===== src/rtl/filter_axis_packer.sv =====
// Rounds, scales and saturates biquad output samples, buffers them in a
// show-ahead FIFO and presents them as an AXI-Stream with frame-based tlast.
module filter_axis_packer #(
  parameter int IN_W       = 46,
  parameter int OUT_W      = 32,
  parameter int FRAC_SHIFT = 14,
  parameter int FIFO_DEPTH = 16
) (
  input  logic                          clk,
  input  logic                          rst,
  input  logic                          in_data_valid,
  input  logic [IN_W-1:0]               in_data,
  input  logic [31:0]                   config_reg,
  output logic [OUT_W-1:0]              m_axis_tdata,
  output logic                          m_axis_tvalid,
  input  logic                          m_axis_tready,
  output logic                          m_axis_tlast,
  output logic [$clog2(FIFO_DEPTH):0]   fifo_level,
  output logic [15:0]                   overflow_count,
  output logic                          sat_flag
);

  localparam int AW = $clog2(FIFO_DEPTH);
  localparam int LW = AW + 1;
  localparam int SW = IN_W + 1;

  localparam logic signed [SW-1:0] RND_C   = {{(SW-1){1'b0}}, 1'b1} << (FRAC_SHIFT - 1);
  localparam logic signed [SW-1:0] SAT_MAX = {{(SW-OUT_W+1){1'b0}}, {(OUT_W-1){1'b1}}};
  localparam logic signed [SW-1:0] SAT_MIN = {{(SW-OUT_W+1){1'b1}}, {(OUT_W-1){1'b0}}};
  localparam logic [LW-1:0]        FULL_LVL = LW'(FIFO_DEPTH);

  logic                     flush;
  logic [15:0]              cfg_len;
  logic                     unused_cfg;

  logic signed [SW-1:0]     sum_ext;
  logic signed [SW-1:0]     shifted;
  logic [OUT_W-1:0]         s1_res;
  logic                     clamp;
  logic                     capture;

  logic                     s1_valid_q, s1_valid_d;
  logic [OUT_W-1:0]         s1_data_q, s1_data_d;
  logic                     sat_flag_q, sat_flag_d;

  logic [OUT_W-1:0]         mem [FIFO_DEPTH];
  logic [AW-1:0]            wr_ptr_q, wr_ptr_d;
  logic [AW-1:0]            rd_ptr_q, rd_ptr_d;
  logic [LW-1:0]            level_q, level_d;
  logic [15:0]              ovf_q, ovf_d;
  logic [15:0]              cnt_q, cnt_d;
  logic [15:0]              len_q, len_d;
  logic [15:0]              cur_len;

  logic                     full;
  logic                     pop;
  logic                     wr_req;
  logic                     wr_en;
  logic                     drop;

  assign flush      = config_reg[31];
  assign cfg_len    = config_reg[15:0];
  assign unused_cfg = ^config_reg[30:16];

  // Rounding add is one bit wider than the input so it can never wrap.
  always_comb begin
    sum_ext = $signed({in_data[IN_W-1], in_data}) + RND_C;
    shifted = sum_ext >>> FRAC_SHIFT;
    clamp   = 1'b0;
    s1_res  = shifted[OUT_W-1:0];
    if (shifted > SAT_MAX) begin
      s1_res = SAT_MAX[OUT_W-1:0];
      clamp  = 1'b1;
    end else if (shifted < SAT_MIN) begin
      s1_res = SAT_MIN[OUT_W-1:0];
      clamp  = 1'b1;
    end
  end

  assign capture = in_data_valid && !flush;

  assign full          = (level_q == FULL_LVL);
  assign m_axis_tvalid = (level_q != '0) && !flush;
  assign pop           = m_axis_tvalid && m_axis_tready;
  assign wr_req        = s1_valid_q && !flush;
  // A write into a full FIFO survives only if the head is leaving this cycle.
  assign wr_en         = wr_req && (!full || pop);
  assign drop          = wr_req && full && !pop;

  // At count 0 the frame length comes straight from config so a new frame
  // sees the current setting on its first beat.
  assign cur_len      = (cnt_q == 16'd0) ? cfg_len : len_q;
  assign m_axis_tlast = m_axis_tvalid && (cur_len != 16'd0) && (cnt_q == cur_len - 16'd1);
  assign m_axis_tdata = m_axis_tvalid ? mem[rd_ptr_q] : '0;

  assign fifo_level     = level_q;
  assign overflow_count = ovf_q;
  assign sat_flag       = sat_flag_q;

  always_comb begin
    s1_valid_d = capture;
    s1_data_d  = capture ? s1_res : s1_data_q;
    sat_flag_d = sat_flag_q | (capture & clamp);
    wr_ptr_d   = wr_ptr_q;
    rd_ptr_d   = rd_ptr_q;
    level_d    = level_q;
    ovf_d      = ovf_q;
    cnt_d      = cnt_q;
    len_d      = len_q;
    if (flush) begin
      wr_ptr_d = '0;
      rd_ptr_d = '0;
      level_d  = '0;
      cnt_d    = 16'd0;
      len_d    = cfg_len;
    end else begin
      if (wr_en) begin
        wr_ptr_d = wr_ptr_q + AW'(1);
      end
      if (pop) begin
        rd_ptr_d = rd_ptr_q + AW'(1);
      end
      case ({wr_en, pop})
        2'b10:   level_d = level_q + LW'(1);
        2'b01:   level_d = level_q - LW'(1);
        default: level_d = level_q;
      endcase
      if (drop && (ovf_q != 16'hFFFF)) begin
        ovf_d = ovf_q + 16'd1;
      end
      if (cnt_q == 16'd0) begin
        len_d = cfg_len;
      end
      if (pop) begin
        if ((cur_len == 16'd0) || m_axis_tlast) begin
          cnt_d = 16'd0;
        end else begin
          cnt_d = cnt_q + 16'd1;
        end
      end
    end
  end

  always_ff @(posedge clk) begin
    if (rst) begin
      s1_valid_q <= 1'b0;
      s1_data_q  <= '0;
      sat_flag_q <= 1'b0;
      wr_ptr_q   <= '0;
      rd_ptr_q   <= '0;
      level_q    <= '0;
      ovf_q      <= 16'd0;
      cnt_q      <= 16'd0;
      len_q      <= 16'd0;
    end else begin
      s1_valid_q <= s1_valid_d;
      s1_data_q  <= s1_data_d;
      sat_flag_q <= sat_flag_d;
      wr_ptr_q   <= wr_ptr_d;
      rd_ptr_q   <= rd_ptr_d;
      level_q    <= level_d;
      ovf_q      <= ovf_d;
      cnt_q      <= cnt_d;
      len_q      <= len_d;
    end
  end

  // Storage carries no reset; stale entries are unreachable once pointers clear.
  always_ff @(posedge clk) begin
    if (wr_en) begin
      mem[wr_ptr_q] <= s1_data_q;
    end
  end

endmodule


===== config.mk =====
export PLATFORM = sky130hd
export DESIGN_NAME = filter_axis_packer
export DESIGN_NICKNAME = d
export VERILOG_FILES = /design/src/rtl/filter_axis_packer.sv
export SDC_FILE = /design/constraint.sdc
export NUM_CORES = 1
export LEC_CHECK = 0
export CORE_MARGIN = 2
export CORE_UTILIZATION = 54
export CTS_CLUSTER_SIZE = 12
export DETAILED_ROUTE_END_ITERATION = 10
export GPL_ROUTABILITY_DRIVEN = 0
export GPL_TIMING_DRIVEN = 1
export PLACE_DENSITY_LB_ADDON = 0.25
export SLEW_MARGIN = 20
export SYNTH_ARGS = -nofsm -noshare
export SYNTH_HDL_FRONTEND = slang
export SYNTH_SLANG_ARGS = --single-unit

===== constraint.sdc =====
create_clock -name clk -period 5.35 [get_ports clk]
set_input_delay 1.07 -clock clk [delete_from_list [all_inputs] [get_ports clk]]
set_output_delay 1.07 -clock clk [all_outputs]
set_load 0.05 [all_outputs]

* Yosys cells after proc, flatten, opt, wreduce, memory -nomap -nowiden
Memories as Yosys holds them, arrays and structs flattened. A register that Yosys moved wholly into a read port is not among the register bits. Cells that the tools add are included.
Storage, ports and cells: memories kept 1, word-level logic and storage cells 63, flip-flop bits (word level) 95, RAM bits 512, input port bits 82, output and inout port bits 56
Memories:
- mem | words 16, width 32, read ports 1, clocked after memory_dff 1, write ports 1, line 46 | logic [OUT_W-1:0] mem [FIFO_DEPTH];
Cells by class: $lt $le $gt $ge 2, reductions and logical operators 22, eq/ne operators 5, bitwise gates (word level) 3, mux-type cells 13, add/sub/neg operators 8
Operators by type and width (count):
- $mux W32 | 3
- $mux W16 | 3
- $add A46 B15 Y47 const B | 1
- $gt A33 B32 Y1 const B | 1
- $lt A33 B32 Y1 const B | 1
- $add A16 B1 Y16 const B | 2
- $logic_not A16 Y1 | 2
- $eq A16 B16 Y1 | 1
- $ne A16 B16 Y1 const B | 1
- $reduce_bool A16 Y1 | 1
- $sub A16 B1 Y16 const B | 1
- $logic_and A1 B1 Y1 | 10
- $pmux W5 S2 | 1
- $add A4 B1 Y4 const B | 2
- $mux W4 | 2
- $add A5 B1 Y5 const B | 1
- $eq A5 B5 Y1 const B | 1
- $reduce_bool A5 Y1 | 1
- $sub A5 B1 Y5 const B | 1
- $mux W1 | 4
- $logic_not A1 Y1 | 3
- $eq A2 B1 Y1 const B | 1
- $eq A2 B2 Y1 const B | 1
- $logic_or A1 B1 Y1 | 2
- other kinds (6) | 6

* Longest topological paths before layout
depth in word-level cells 7, gate-level depth with buffers 18, depth with buffers taken out 14

* Worst setup path before layout
No wires, ideal clock.
kind register to output, start register cnt_q[9], end output m_axis_tlast, required time 4.280 ns, cell stages (with the launch flop) 16, setup slack -1.014 ns, arrival time 5.294 ns, path buffers 4, cell sequence dfxtp_1 buf_6 or4_1 buf_2 nor4_2 buf_4 buf_2 mux2i_1 ha_1 or3b_2 o41a_1 mux2_2 nor4_1 a31o_2 o31ai_1 nor4_1
Between the ends: longest elaborated chain between the ends 5, elaborated cells on any way between the ends 7, those cells by class add/sub (1); eq/ne (1); mux (1); reduce/logical (4)
RTL lines:
- from (decl) | line 51 | logic [15:0] cnt_q, cnt_d;
- from (signal assigned) | line 163 | cnt_q <= cnt_d;
- $logic_not A16 Y1 | line 92 | assign cur_len = (cnt_q == 16'd0) ? cfg_len : len_q;
- $mux W16
- $sub A16 B1 Y16 or $reduce_bool A16 Y1 (tied branches) | line 93 | assign m_axis_tlast = m_axis_tvalid && (cur_len != 16'd0) && (cnt_q == cur_len - 16'd1);
- $eq A16 B16 Y1 or $logic_and A1 B1 Y1 (tied branches) | line 93
- $logic_and A1 B1 Y1 * | line 93
- to (decl) | line 17 | output logic m_axis_tlast,
Every way passes the cells marked *; elsewhere a longest branch is shown, timed or not.

* Final worst setup path
start register cnt_q[11], end output m_axis_tlast
Same word-level chain as after synthesis.

==> results_dict.tcl <==
set metrics [dict create \
    period_minus_slack_ns 5.50 \
    syn2layout_area_growth_pct 16.8 \
    drc 0 \
    io_buffers 109 \
    num_rows 79 \
    core_area_um2 46600 \
    endpoint_kind "output pin" \
    sw_frac_of_total_pct 20.2 \
    rsz0062_at_grt "yes" \
    die_w_um 221 \
    path_max_fanout 5 \
    final_common_cell "edfxtp_1" \
    layout_common_cells "512 x edfxtp_1, 160 x mux4_2, 107 x clkdlybuf4s50_1" \
    switching_power_mw 1.94 \
    avgSynthCellArea_um2 16.7 \
    synth-async-reset-ratio_pct 0 \
    die_height_um 221 \
    antenna_left 0 \
    grt_start_max_net_pins 67 \
    drt_iter0_markers 1598 \
    drive_above_1_share_pct 21.1 \
    root_buffer "clkbuf_16" \
    dr_total_vias 14542 \
    final_area_um2 29700 \
    grt_overflow 0 \
    status "complete, but fails checks" \
    hold_class "reg -> reg" \
    timing.max_slew.rel_slack_pct 28.3 \
    critPathArrivalTime_ns 4.43 \
    crit_type "reg -> out" \
    ys_types 68 \
    synthCells 1526 \
    syn_area_um2 25400 \
    synth-edff-count 512 \
    dp_cells 2221 \
    power_density_nw_per_um2 322 \
    die_area_um2 48900 \
    h-tree-depth 2 \
    worstSkewPairLatency_ns 0.61 \
    cts_sinks 611 \
    viasPerCell 6.20 \
    power_frac_clock_pct 42.1 \
    violations "negative setup slack" \
    hpwlAfterDp_um 35100 \
    yosys.area.top_type_share_pct 60.4 \
    finalWirelength_um 59600 \
    worst_pin_slew_ns 1.07 \
    synth-main-ff-cell "edfxtp_1" \
    final_nets 1783 \
    startpoint_type "flip-flop" \
    syn-num-nets 1623 \
    crit_required_ns 4.28 \
    vdd_drop_max_uv 240 \
    grt_usage_pct 24.6 \
    numCtsBuffers 60 \
    synth.top_cells.by_area "edfxtp_1 60%, mux4_2 14%, dfxtp_1 7.8%" \
    power_frac_comb_pct 2.8 \
    synth_top_area_cell "edfxtp_1" \
    finalCritPeriodShare_pct 103 \
    slew_viol_final 0 \
    finalSetupViolCount 1 \
    final.setup_skew_ns 0.0160 \
    yosysSeqAreaShare_pct 68.2 \
    ios 138 \
    ys_warn_count 0 \
    avgRoutedWirePerCell_um 25.4 \
    clk_pin_slew_worst_paths_ns 0.06 \
    cts_buffer_depth 3 \
    leakage_nw 9.48 \
    grt_antenna_before_repair 3 \
    layoutNonFillerInstCount 2344 \
    fill_cells 3214 \
    synth-seq-cells 611 \
    fin_ws_ns -0.151 \
    cts_tree "built" \
    timing.fmax_mhz 182 \
    dpl-instance-area_um2 27700 \
    detail_route.first_pass.iterations 5 \
    grt_pass1_vias 14781 \
    initial_core_util_pct 54.6 \
    hold_violations 0 \
    p_int_mw 7.62 \
    grt_pass1_wl_um 90400 \
    drv_cap 0 \
    seq_power_share_pct 55.2 \
]
-- cells by family (layout without fill, tap and decap cells) --
group                      after synthesis  in the layout  synth area share (%)
AOI/OAI and AO/OA                      143            143                  3.97
xor gates and xnor gates                82             82                  2.82
adders and majority gates               15             15                 0.767
buffers and inverters                  112            322                  1.79
DFF                                    611            611                  68.2
muxes                                  176            176                  14.8
other                                    0              1                     0
and+or+nand+nor                        387            387                  7.63
-- through the flow --
step / hold WS, ns / total power [mW] / TNS, ns / setup WS, ns / utilization, %
after floorplan: 0.446 / 5.49 / 0 / 0.0852 / -
after global placement: 0.472 / 5.61 / 0 / 0.0954 / 59.4
after detailed placement: 0.484 / 5.63 / 0 / 0.0322 / 59.4
after CTS: 0.494 / 9.62 / -0.112 / -0.112 / 63.7
after global routing: 0.518 / 9.83 / -0.269 / -0.269 / 63.8
final: 0.499 / 9.56 / -0.151 / -0.151 / 63.8
-- worst paths after layout --
path,startpoint,end,slack (ns),cells after the start
worst max-delay path,cnt_q[11]$_SDFFE_PP0P_,m_axis_tlast,-0.15,13
worst min-delay path,sat_flag$_SDFF_PP0_,sat_flag$_SDFF_PP0_,0.50,2
worst max register to register,cnt_q[11]$_SDFFE_PP0P_,cnt_q[1]$_SDFFE_PP0P_,0.88,14
worst min register to register,sat_flag$_SDFF_PP0_,sat_flag$_SDFF_PP0_,0.50,2
-- per-layer routing --
metal,vias up,wire length (um),track usage (%)
li1,6339,-,-
met1,7515,23400,33.5
met2,595,30200,41.9
met3,91,4830,4.18
met4,2,1120,5.76
met5,-,13,0
-- area by class of cell --
type / instances / area, um^2 / share of cell area [%]
Clock buffer: 101 / 1680 / 5.64
Inverter: 25 / 96.3 / 0.324
Tap cell: 607 / 759 / 2.56
Clock inverter: 11 / 175 / 0.590
Antenna cell: 1 / 2.50 / 0.00842
Multi-Input combinational cell: 803 / 7900 / 26.6
Sequential cell: 611 / 17400 / 58.5
Timing Repair Buffer: 185 / 1730 / 5.82
-- state kept, by name (all words and copies together), names as in the netlist, named ones only --
signal / flops
cnt_q: 16
fifo_level: 5
len_q: 16
mem: 512
overflow_count: 16
rd_ptr_q: 4
s1_data_q: 32
s1_valid_q: 1
sat_flag: 1
wr_ptr_q: 4
-- worst max-delay path: stages (launching register included) --
cell and delay (ns):
dfxtp_1 0.35, or4_4 0.54, nor4_4 0.31, buf_6 0.17
mux2i_4 0.24, ha_2 0.21, or3b_4 0.40, o41a_1 0.31
mux2_4 0.29, or4_4 0.42, a31o_4 0.25, o31ai_4 0.07
nor4_4 0.09, buf_6 0.16
-- Yosys cell counts (9+ instances only) --
master and count:
nand3_1 40, xor2_1 34, clkbuf_1 62, buf_1 15
o21ai_0 19, ha_1 14, nor2_1 101, inv_1 25
nand2_1 84, and2_1 33, mux2i_1 14, nand4_1 17
a211oi_1 50, nor4_1 13, and3_1 9, or3_1 10
xnor2_1 48, nor3_1 27, a21oi_1 30, dfxtp_1 99
edfxtp_1 512, mux4_2 160, nand2b_1 12
-- power groups by stage --
| stage | combinational, mW | clock (mW) | sequential, mW |
|---|---|---|---|
| global placement | 0.247 | 0 | 5.37 |
| global route | 0.283 | 4.27 | 5.28 |
| floorplan | 0.144 | 0 | 5.34 |
| CTS | 0.259 | 4.09 | 5.27 |
| detailed placement | 0.252 | 0 | 5.37 |
| finish | 0.263 | 4.02 | 5.27 |
-- timing repair --
item                                    in CTS  in global routing
gates cloned                                 0                  0
pin swaps                                   10                  7
endpoints found under the setup margin       1                  1
setup buffers                               10                  1
hold endpoints to repair                     0                  0
gates resized for setup                     20                  6
hold buffers                                 0                  0
No activity file was read; power rests on OpenSTA's default activity.
